**src/rtl/bd_merge_arbiter.sv**
```systemverilog
// bd_merge_arbiter: N-input round-robin merge with bounded burst lock,
// per-input enable mask and a single registered output slot. Each output
// word carries {source index, payload}.
// Optional feature macro: MERGE_STATS_EN adds per-input saturating
// accepted-word counters on stat_count; without it stat_count is 0.
module bd_merge_arbiter #(
  parameter int unsigned NIN       = 4,
  parameter int unsigned NDATA     = 32,
  parameter int unsigned MAX_BURST = 4,
  localparam int unsigned NSRC     = (NIN > 1) ? $clog2(NIN) : 1
) (
  input  logic                   clk,
  input  logic                   reset,
  input  logic [NIN-1:0]         in_v,
  input  logic [NIN*NDATA-1:0]   in_d,
  output logic [NIN-1:0]         in_a,
  input  logic [NIN-1:0]         in_en,
  output logic                   out_v,
  output logic [NSRC+NDATA-1:0]  out_d,
  input  logic                   out_a,
  input  logic                   stat_clear,
  output logic [NIN*16-1:0]      stat_count
);

  localparam int unsigned CW = 8;

  typedef enum logic [0:0] {S_IDLE, S_HOLD} state_e;

  state_e                  state_q, state_d;
  logic [NSRC-1:0]         hold_q, hold_d;
  logic [NSRC-1:0]         ptr_q, ptr_d;
  logic [CW-1:0]           cnt_q, cnt_d;
  logic                    out_v_q;
  logic [NSRC+NDATA-1:0]   out_d_q;

  logic [NIN-1:0]          elig;
  logic                    slot_free;
  logic                    held_ok;
  logic                    hi_found;
  logic [NSRC-1:0]         hi_idx, lo_idx, rr_idx, next_ptr;
  logic                    grant;
  logic [NSRC-1:0]         grant_idx;
  logic [NDATA-1:0]        grant_data;
  logic [NIN-1:0]          in_a_c;

  assign elig      = in_v & in_en;
  assign slot_free = !out_v_q || out_a;

  // Round-robin pick: lowest eligible index at or above ptr, else lowest overall.
  always_comb begin
    hi_found = 1'b0;
    hi_idx   = '0;
    lo_idx   = '0;
    for (int k = NIN - 1; k >= 0; k--) begin
      if (elig[k]) begin
        lo_idx = NSRC'(k);
        if (NSRC'(k) >= ptr_q) begin
          hi_found = 1'b1;
          hi_idx   = NSRC'(k);
        end
      end
    end
    rr_idx   = hi_found ? hi_idx : lo_idx;
    next_ptr = (rr_idx == NSRC'(NIN - 1)) ? '0 : rr_idx + NSRC'(1);
  end

  // Whether the currently held input is still valid and enabled.
  always_comb begin
    held_ok = 1'b0;
    for (int k = 0; k < NIN; k++) begin
      if (hold_q == NSRC'(k)) held_ok = elig[k];
    end
  end

  // Grant decision and next-state; everything frozen while the slot is full.
  always_comb begin
    state_d   = state_q;
    hold_d    = hold_q;
    ptr_d     = ptr_q;
    cnt_d     = cnt_q;
    grant     = 1'b0;
    grant_idx = hold_q;
    if (slot_free && reset) begin
      if (state_q == S_HOLD && held_ok && cnt_q < CW'(MAX_BURST)) begin
        grant = 1'b1;
        cnt_d = cnt_q + CW'(1);
      end else if (|elig) begin
        grant     = 1'b1;
        grant_idx = rr_idx;
        hold_d    = rr_idx;
        ptr_d     = next_ptr;
        cnt_d     = CW'(1);
        state_d   = S_HOLD;
      end else begin
        state_d = S_IDLE;
        cnt_d   = '0;
      end
    end
  end

  // Payload mux and one-hot acknowledge for the granted input.
  always_comb begin
    grant_data = '0;
    in_a_c     = '0;
    for (int k = 0; k < NIN; k++) begin
      if (grant_idx == NSRC'(k)) begin
        grant_data = in_d[k*NDATA +: NDATA];
        in_a_c[k]  = grant;
      end
    end
  end

  assign in_a = in_a_c;

  // Arbiter state registers.
  always_ff @(posedge clk or negedge reset) begin
    if (!reset) begin
      state_q <= S_IDLE;
      hold_q  <= '0;
      ptr_q   <= '0;
      cnt_q   <= '0;
    end else begin
      state_q <= state_d;
      hold_q  <= hold_d;
      ptr_q   <= ptr_d;
      cnt_q   <= cnt_d;
    end
  end

  // Output slot: load on grant, drain on acknowledge.
  always_ff @(posedge clk or negedge reset) begin
    if (!reset) begin
      out_v_q <= 1'b0;
      out_d_q <= '0;
    end else if (grant) begin
      out_v_q <= 1'b1;
      out_d_q <= {grant_idx, grant_data};
    end else if (out_a) begin
      out_v_q <= 1'b0;
    end
  end

  assign out_v = out_v_q;
  assign out_d = out_d_q;

`ifdef MERGE_STATS_EN
  logic [NIN-1:0][15:0] stat_q;

  // Saturating per-input accepted-word counters; clear has priority.
  always_ff @(posedge clk or negedge reset) begin
    if (!reset) begin
      stat_q <= '0;
    end else begin
      for (int k = 0; k < NIN; k++) begin
        if (stat_clear) begin
          stat_q[k] <= '0;
        end else if (in_v[k] && in_a_c[k] && stat_q[k] != 16'hFFFF) begin
          stat_q[k] <= stat_q[k] + 16'd1;
        end
      end
    end
  end

  assign stat_count = stat_q;
`else
  logic unused_stat_clear;
  assign unused_stat_clear = stat_clear;
  assign stat_count        = '0;
`endif

endmodule

```
**config.mk**
```make
export PLATFORM = sky130hd
export DESIGN_NAME = bd_merge_arbiter
export DESIGN_NICKNAME = d
export VERILOG_FILES = /design/src/rtl/bd_merge_arbiter.sv
export SDC_FILE = /design/constraint.sdc
export NUM_CORES = 1
export LEC_CHECK = 0
export CAP_MARGIN = 20
export CORE_ASPECT_RATIO = 1.1
export CORE_MARGIN = 1.5
export CORE_UTILIZATION = 35
export DETAILED_ROUTE_END_ITERATION = 7
export PLACE_DENSITY = 0.72
export SETUP_SLACK_MARGIN = 0.5
export SLEW_MARGIN = 20
export SYNTH_ARGS = -nofsm -noshare
export SYNTH_HDL_FRONTEND = slang
export SYNTH_SLANG_ARGS = --single-unit
```
**constraint.sdc**
```tcl
create_clock -name clk -period 4.8 [get_ports clk]
set_clock_uncertainty 0.05 [all_clocks]
set_input_delay 1.44 -clock clk [delete_from_list [all_inputs] [get_ports clk]]
set_output_delay 1.44 -clock clk [all_outputs]
set_load 0.03 [all_outputs]
```
==> metrics.txt, run 1 <==
P_int 1460 uW; CP max FO 4; Synth Flop Type dfrtp_1; final worst setup slack 0.503 ns; core area 12000 um2; hold-fix buffers at CTS 0; worst-path cell chain buf_8, nand2_8, o31a_1, a21o_4, buf_6, mux2_4, nor2_4, buf_6; drt wl/cell 18.6 um; gr usage total 24.0%; via-per-instance ratio 5.69; vias in the first global route 4921; nature of the critical path startpoint input pin; GP Congestion 0.862; worst hold path class flip-flop to flip-flop; Async SR Flop Fraction 100%; antenna diode count 0; Initial Util 35.7%; CTS Root Cell clkbuf_16; Layout Nets 831; Row Count 42; Synth warnings 0; Avg Cell Area, Syn 8.32 um2; Initial DRT Pass Iterations 5; HPWL after detailed placement 10800 um; DP Area 6050 um2; Final Hold Viols 0; CP max stage cell mux2_4; wire length on met3 1270 um; Layout Utilization 52.9%; commonest non-fill, non-tap cell in the layout clkdlybuf4s50_1; Die H 119 um; Clock H-tree levels 2; gr ovfl total 0; Power Density 418 nW/um2; Worst slew margin 36.6%; # DRC 0; Lkg Pwr 0.00248 uW; Yosys cell types 48; sequential area share after synthesis 28.1%; WL met2 8190 um; die width 108 um; TritonCTS clock tree yes; Cells after Synth 514; Worst Path Required 3.31 ns; Die ar. 12900 um2; Sw Pwr 1190 uW; FF+latch count, synth 48; WP buf/inv 3; placed cell count 831; Post-Route M1 WL 5910 um; unrepaired setup endpoints after global routing true; crit path DAT 2.81 ns; crit path kind input pin to output port; maximum vdd drop 0.198 mV; drt initial violations 413; final max-slew violation count 0; CP endpoint kind output port; Largest delay share family, worst path compound AO/OA/AOI/OAI gates; setup TNS 0 ns; CTS sink cnt 48; WL final 15700 um; CP peak stage delay 0.31 ns; Max Cap Viol 0; I/O pin cnt 243; top sig layer met4; vias after detailed routing 4804; top achievable clock speed 233 MHz; non-filler cells, final 845; clock group share of total power 15.9%; power share of the combinational group 58.9%; period utilisation layout 89.5%; share of post-route cells with drive strength above 1 17.4%; DRT antenna net count 0; clk slew on worst S/H paths 0.07 ns; Area growth syn-to-layout 48.2%; design area 6340 um2; Max clock buf depth 2; commonest cells after routing, fill and taps aside clkdlybuf4s50_1 (163), conb_1 (64), nand2_1 (49); Post-synth EDFFs 0; Port-buffer cells 177; setup violators final 0; fin crit period 4.30 ns; clock insertion delay at the later pin of the skew report 0.29 ns; first-pass GRT wire length 24500 um; largest net degree at the start of global routing 50; Synth Cell Area 4270 um2; switching share of power 44.9%; Most common cell on crit path buf_6; Reg power frac 25.2%; pre-CTS setup slack -0.127 ns; Slew @ Worst Pin 0.951 ns; status finished clean; initial antenna violation count 0; CTS Buf Count 5
==> flip-flops by register name, indices dropped and copies added (netlist names) <==
name	flops
hold_q	2
ptr_q	2
out_v	1
cnt_q	8
state_q	1
out_d	34
==> power groups by stage <==
| stage | clock network (uW) | registers (uW) | logic [uW] |
|---|---|---|---|
| 4_1_cts | 428 | 666 | 1550 |
| 2_1_floorplan | 0 | 858 | 783 |
| 6_report | 420 | 668 | 1560 |
| 5_1_grt | 445 | 688 | 1660 |
| 3_5_place_dp | 0 | 670 | 1520 |
| 3_3_place_gp | 0 | 667 | 1490 |
==> cell usage after synthesis (all sizes together), types with 2 or more instances <==
library cell	instances	area, um2
a221o	7	70.1
a21o	4	30.0
o21ai	43	219
nand2b	7	43.8
nand2	55	216
a21oi	39	214
and2	7	43.8
clkbuf	18	67.6
a211oi	7	52.6
nand4	2	12.5
a311o	5	50.1
nand3b	3	22.5
dfrtp	48	1200
mux2	30	342
a31oi	3	33.8
nor2	14	62.6
nand3	33	165
a41oi	28	245
buf	92	643
nor3	28	140
o221ai	27	236
==> worst paths after layout <==
kind | end | slack (ns) | depth (start not counted) | startpoint
worst max-delay path | in_a[3] | 0.50 | 8 | in_v[0]
worst min-delay path | out_d[32] | 0.46 | 2 | out_d[32]
worst max register to register | out_d[9] | 2.10 | 9 | hold_q[1]
worst min register to register | out_d[32] | 0.46 | 2 | out_d[32]
max in group asynchronous | hold_q[1] | 2.91 | 2 | reset
min in group asynchronous | out_d[7] | 1.30 | 2 | reset
==> layout make-up <==
class	count	area, um2
fill	1113	5650
clock inverter	3	47.5
multi-input combinational	419	2710
timing repair buffer	216	2060
sequential	48	1200
tap	154	193
clock buffer	5	125
==> worst register-to-register path: cells and delay by family (launching register included) <==
family                 cells  cell delay [ns]
AO/OA/AOI/OAI              5             1.03
buffers and inverters      3             0.70
flip-flops                 1             0.56
AND/OR/NAND/NOR            1             0.26
==> stage by stage <==
step	hold slack [ns]	power (uW)
4_1_cts	0.462	2650
3_3_place_gp	0.438	2160
2_1_floorplan	0.415	1640
3_5_place_dp	0.444	2190
5_1_grt	0.486	2790
6_report	0.457	2650
==> per-layer routing <==
metal  track usage (%)  up-vias
met2              43.4      286
met1              27.2     2326
li1                  -     2162
met3              4.43       30
met5                 0        -
met4              9.70        0
==> cell families after synthesis <==
group / count (synthesis) / synth area share (%)
AO/OA/AOI/OAI: 171 / 29.6
multiplexers: 30 / 7.99
buffers and inverters: 110 / 16.6
AND/OR/NAND/NOR: 153 / 17.3
flip-flops: 48 / 28.1
adder cells (fa/ha/maj): 1 / 0.293
other: 1 / 0.0877
==> timing repair <==
action / 4_1_cts / 5_1_grt
cloned: 0 / 0
setup buffers: 6 / 0
resized for setup: 58 / 5
pin swaps: 8 / 7
endpoints found under the setup margin: 4 / 4
(Power assumes the default switching activity.)
==> inputs of run 2 (changes only) <==
--- a/config.mk
+++ b/config.mk
@@ -11,8 +11,9 @@
 export CORE_UTILIZATION = 35
 export DETAILED_ROUTE_END_ITERATION = 7
 export PLACE_DENSITY = 0.72
+export REMOVE_ABC_BUFFERS = 1
 export SETUP_SLACK_MARGIN = 0.5
-export SLEW_MARGIN = 20
+export SLEW_MARGIN = 15
 export SYNTH_ARGS = -nofsm -noshare
 export SYNTH_HDL_FRONTEND = slang
 export SYNTH_SLANG_ARGS = --single-unit
==> run 2 against run 1 <==
Effect of this change:
- register-to-register slack is essentially flat
- clock power is essentially flat
- core utilization grew 0.69 points
- global-route usage grew 0.39 points
- flip-flop and latch count is the same
- via count shrank 0.25%
- final area grew 1.3%
- maximum frequency shrank 0.48%
- critical path depth grew 1
- final cell count grew 1.3%
- sequential share of layout area shrank 0.24 points
- wire length shrank 0.50%
- critical endpoint is now in_a[2]
- highest routed layer unchanged
==> metrics.txt, run 2 (synthesized netlist as in run 1, its figures left out) <==
crit path kind input pin to output port; Row Count 42 (unchanged); CP peak stage delay 0.30 ns (about the same); Worst slew margin 55.1% (+19 points); GP Congestion 0.903 (+4.8%); maximum vdd drop 0.242 mV (+22%); Die H 119 um (unchanged); placed cell count 835 (+0.48%); drt wl/cell 18.3 um (-1.8%); CTS sink cnt 48 (unchanged); drt initial violations 308 (-25%); # DRC 0 (unchanged); vias after detailed routing 4792 (-0.25%); gr usage total 24.3% (+0.39 points); Layout Nets 842 (+1.3%); crit path DAT 2.83 ns (+0.02 ns); CP endpoint kind output port; commonest non-fill, non-tap cell in the layout clkdlybuf4s50_1; non-filler cells, final 856 (+1.3%); Final Hold Viols 0 (unchanged); setup violators final 0 (unchanged); Area growth syn-to-layout 50.2%; Lkg Pwr 0.00255 uW (+2.8%); WP buf/inv 3 (unchanged); TritonCTS clock tree yes; final max-slew violation count 0 (unchanged); design area 6420 um2 (+1.3%); Max clock buf depth 2 (unchanged); Worst Path Required 3.31 ns (about the same); CP max FO 3 (-1); top achievable clock speed 232 MHz (-0.48%); Largest register FFs 34 (unchanged); vias in the first global route 4926 (+0.10%); core area 12000 um2 (unchanged); CP max stage cell o31a_1; commonest cells after routing, fill and taps aside clkdlybuf4s50_1 (163), conb_1 (64), nand2_1 (49); Slew @ Worst Pin 0.673 ns (-0.278 ns); I/O pin cnt 243 (unchanged); clock insertion delay at the later pin of the skew report 0.29 ns (about the same); via-per-instance ratio 5.60 (-1.5%); worst hold path class flip-flop to flip-flop; worst-path cell chain buf_8, nand2_4, o31a_1, buf_4, a211o_1, a21boi_4, nor2_2, and2_4, buf_12; # fillers 1133 (+1.8%); Die ar. 12900 um2 (unchanged); fin crit period 4.32 ns (+0.0209 ns); share of post-route cells with drive strength above 1 18.7% (+1.3 points); gr ovfl total 0 (unchanged); period utilisation layout 90.0% (+0.44 points); largest net degree at the start of global routing 50 (unchanged); Power Density 415 nW/um2 (-0.72%); CTS Buf Count 5 (unchanged); first-pass GRT wire length 24700 um (+0.79%); unrepaired setup endpoints after global routing true; status finished clean; Initial Util 35.7% (unchanged); HPWL after detailed placement 10900 um (+0.69%); WL final 15700 um (-0.50%); CTS Root Cell clkbuf_16; Clock H-tree levels 2 (unchanged); die width 108 um (unchanged); DP Area 6050 um2 (about the same); Largest delay share family, worst path compound AO/OA/AOI/OAI gates; clk slew on worst S/H paths 0.07 ns (about the same); Max Cap Viol 0 (unchanged); Port-buffer cells 177 (unchanged); initial antenna violation count 0 (unchanged); DRT antenna net count 0 (unchanged); Initial DRT Pass Iterations 5 (unchanged); nature of the critical path startpoint input pin; antenna diode count 0 (unchanged)
==> run 2: changes by cell type in the layout (fill, tap and decap cells not counted), moves of 2 or more <==
cell,change
buf_2,+2
buf_4,+11
clkbuf_2,-2
clkinv_4,-2
nand2_2,-2
nand2_4,+3
nor2_2,+2
nor2_4,-2
==> run 2: tightest hold or removal path: cells and delay by family (launching register included) <==
kind          cells  cell delay, ns
simple gates      2            0.12
flops             1            0.35
==> run 2: layout make-up <==
type                       instances  area [um2]  area share [%]
sequential                        48        1200            18.7
tap                              154         193            3.00
multi-input combinational        419        2700            42.0
clock buffer                       5         125            1.95
clock inverter                     3        46.3           0.721
timing repair buffer             227        2150            33.6
==> run 2: repair_timing <==
| action | CTS | global route |
|---|---|---|
| endpoints found under the setup margin | 4 | 4 |
| gates resized for setup | 63 | 5 |
| hold buffers | 0 | 0 |
| pin swaps | 18 | 5 |
| setup buffers | 10 | 2 |
==> run 2: stage by stage <==
stage                     setup TNS [ns]  power [uW]  worst slack, ns  utilization (%)  hold WS [ns]
after floorplan                   -0.741        1520           -0.377                -         0.417
after global placement           -0.0513        2140          -0.0353             50.5         0.440
after detailed placement          -0.101        2180          -0.0531             50.5         0.444
after CTS                              0        2650            0.461             53.2         0.459
after global routing                   0        2820            0.446             53.6         0.489
final                                  0        2670            0.482             53.6         0.458
==> run 2: final timing paths <==
| kind | start | slack (ns) | depth (start not counted) | end |
|---|---|---|---|---|
| min in group asynchronous | reset | 1.32 | 2 | out_d[27] |
| max in group asynchronous | reset | 2.90 | 2 | hold_q[1] |
| worst min register to register | out_d[32] | 0.46 | 2 | out_d[32] |
| worst max register to register | hold_q[1] | 2.11 | 8 | out_d[12] |
| worst min-delay path | out_d[32] | 0.46 | 2 | out_d[32] |
| worst max-delay path | in_en[0] | 0.48 | 9 | in_a[2] |
==> run 2: where the power goes <==
group,switching [uW],internal (uW)
clock network,171,248
registers,124,542
logic,888,692
total,1180,1480
==> run 2: per-layer routing <==
metal / global-route usage [%] / share of wire, %
met5: 0 / 0
met4: 10.4 / 3.2
met3: 4.93 / 7.9
met2: 44.1 / 52
met1: 27.1 / 37
==> inputs of run 3 (changes only) <==
--- a/config.mk
+++ b/config.mk
@@ -13,6 +13,7 @@
 export PLACE_DENSITY = 0.72
 export REMOVE_ABC_BUFFERS = 1
 export SETUP_SLACK_MARGIN = 0.5
+export SKIP_LAST_GASP = 1
 export SLEW_MARGIN = 15
 export SYNTH_ARGS = -nofsm -noshare
 export SYNTH_HDL_FRONTEND = slang
==> results of run 3 <==
The final DEF is identical to that of run 2; final timing and power are the same.
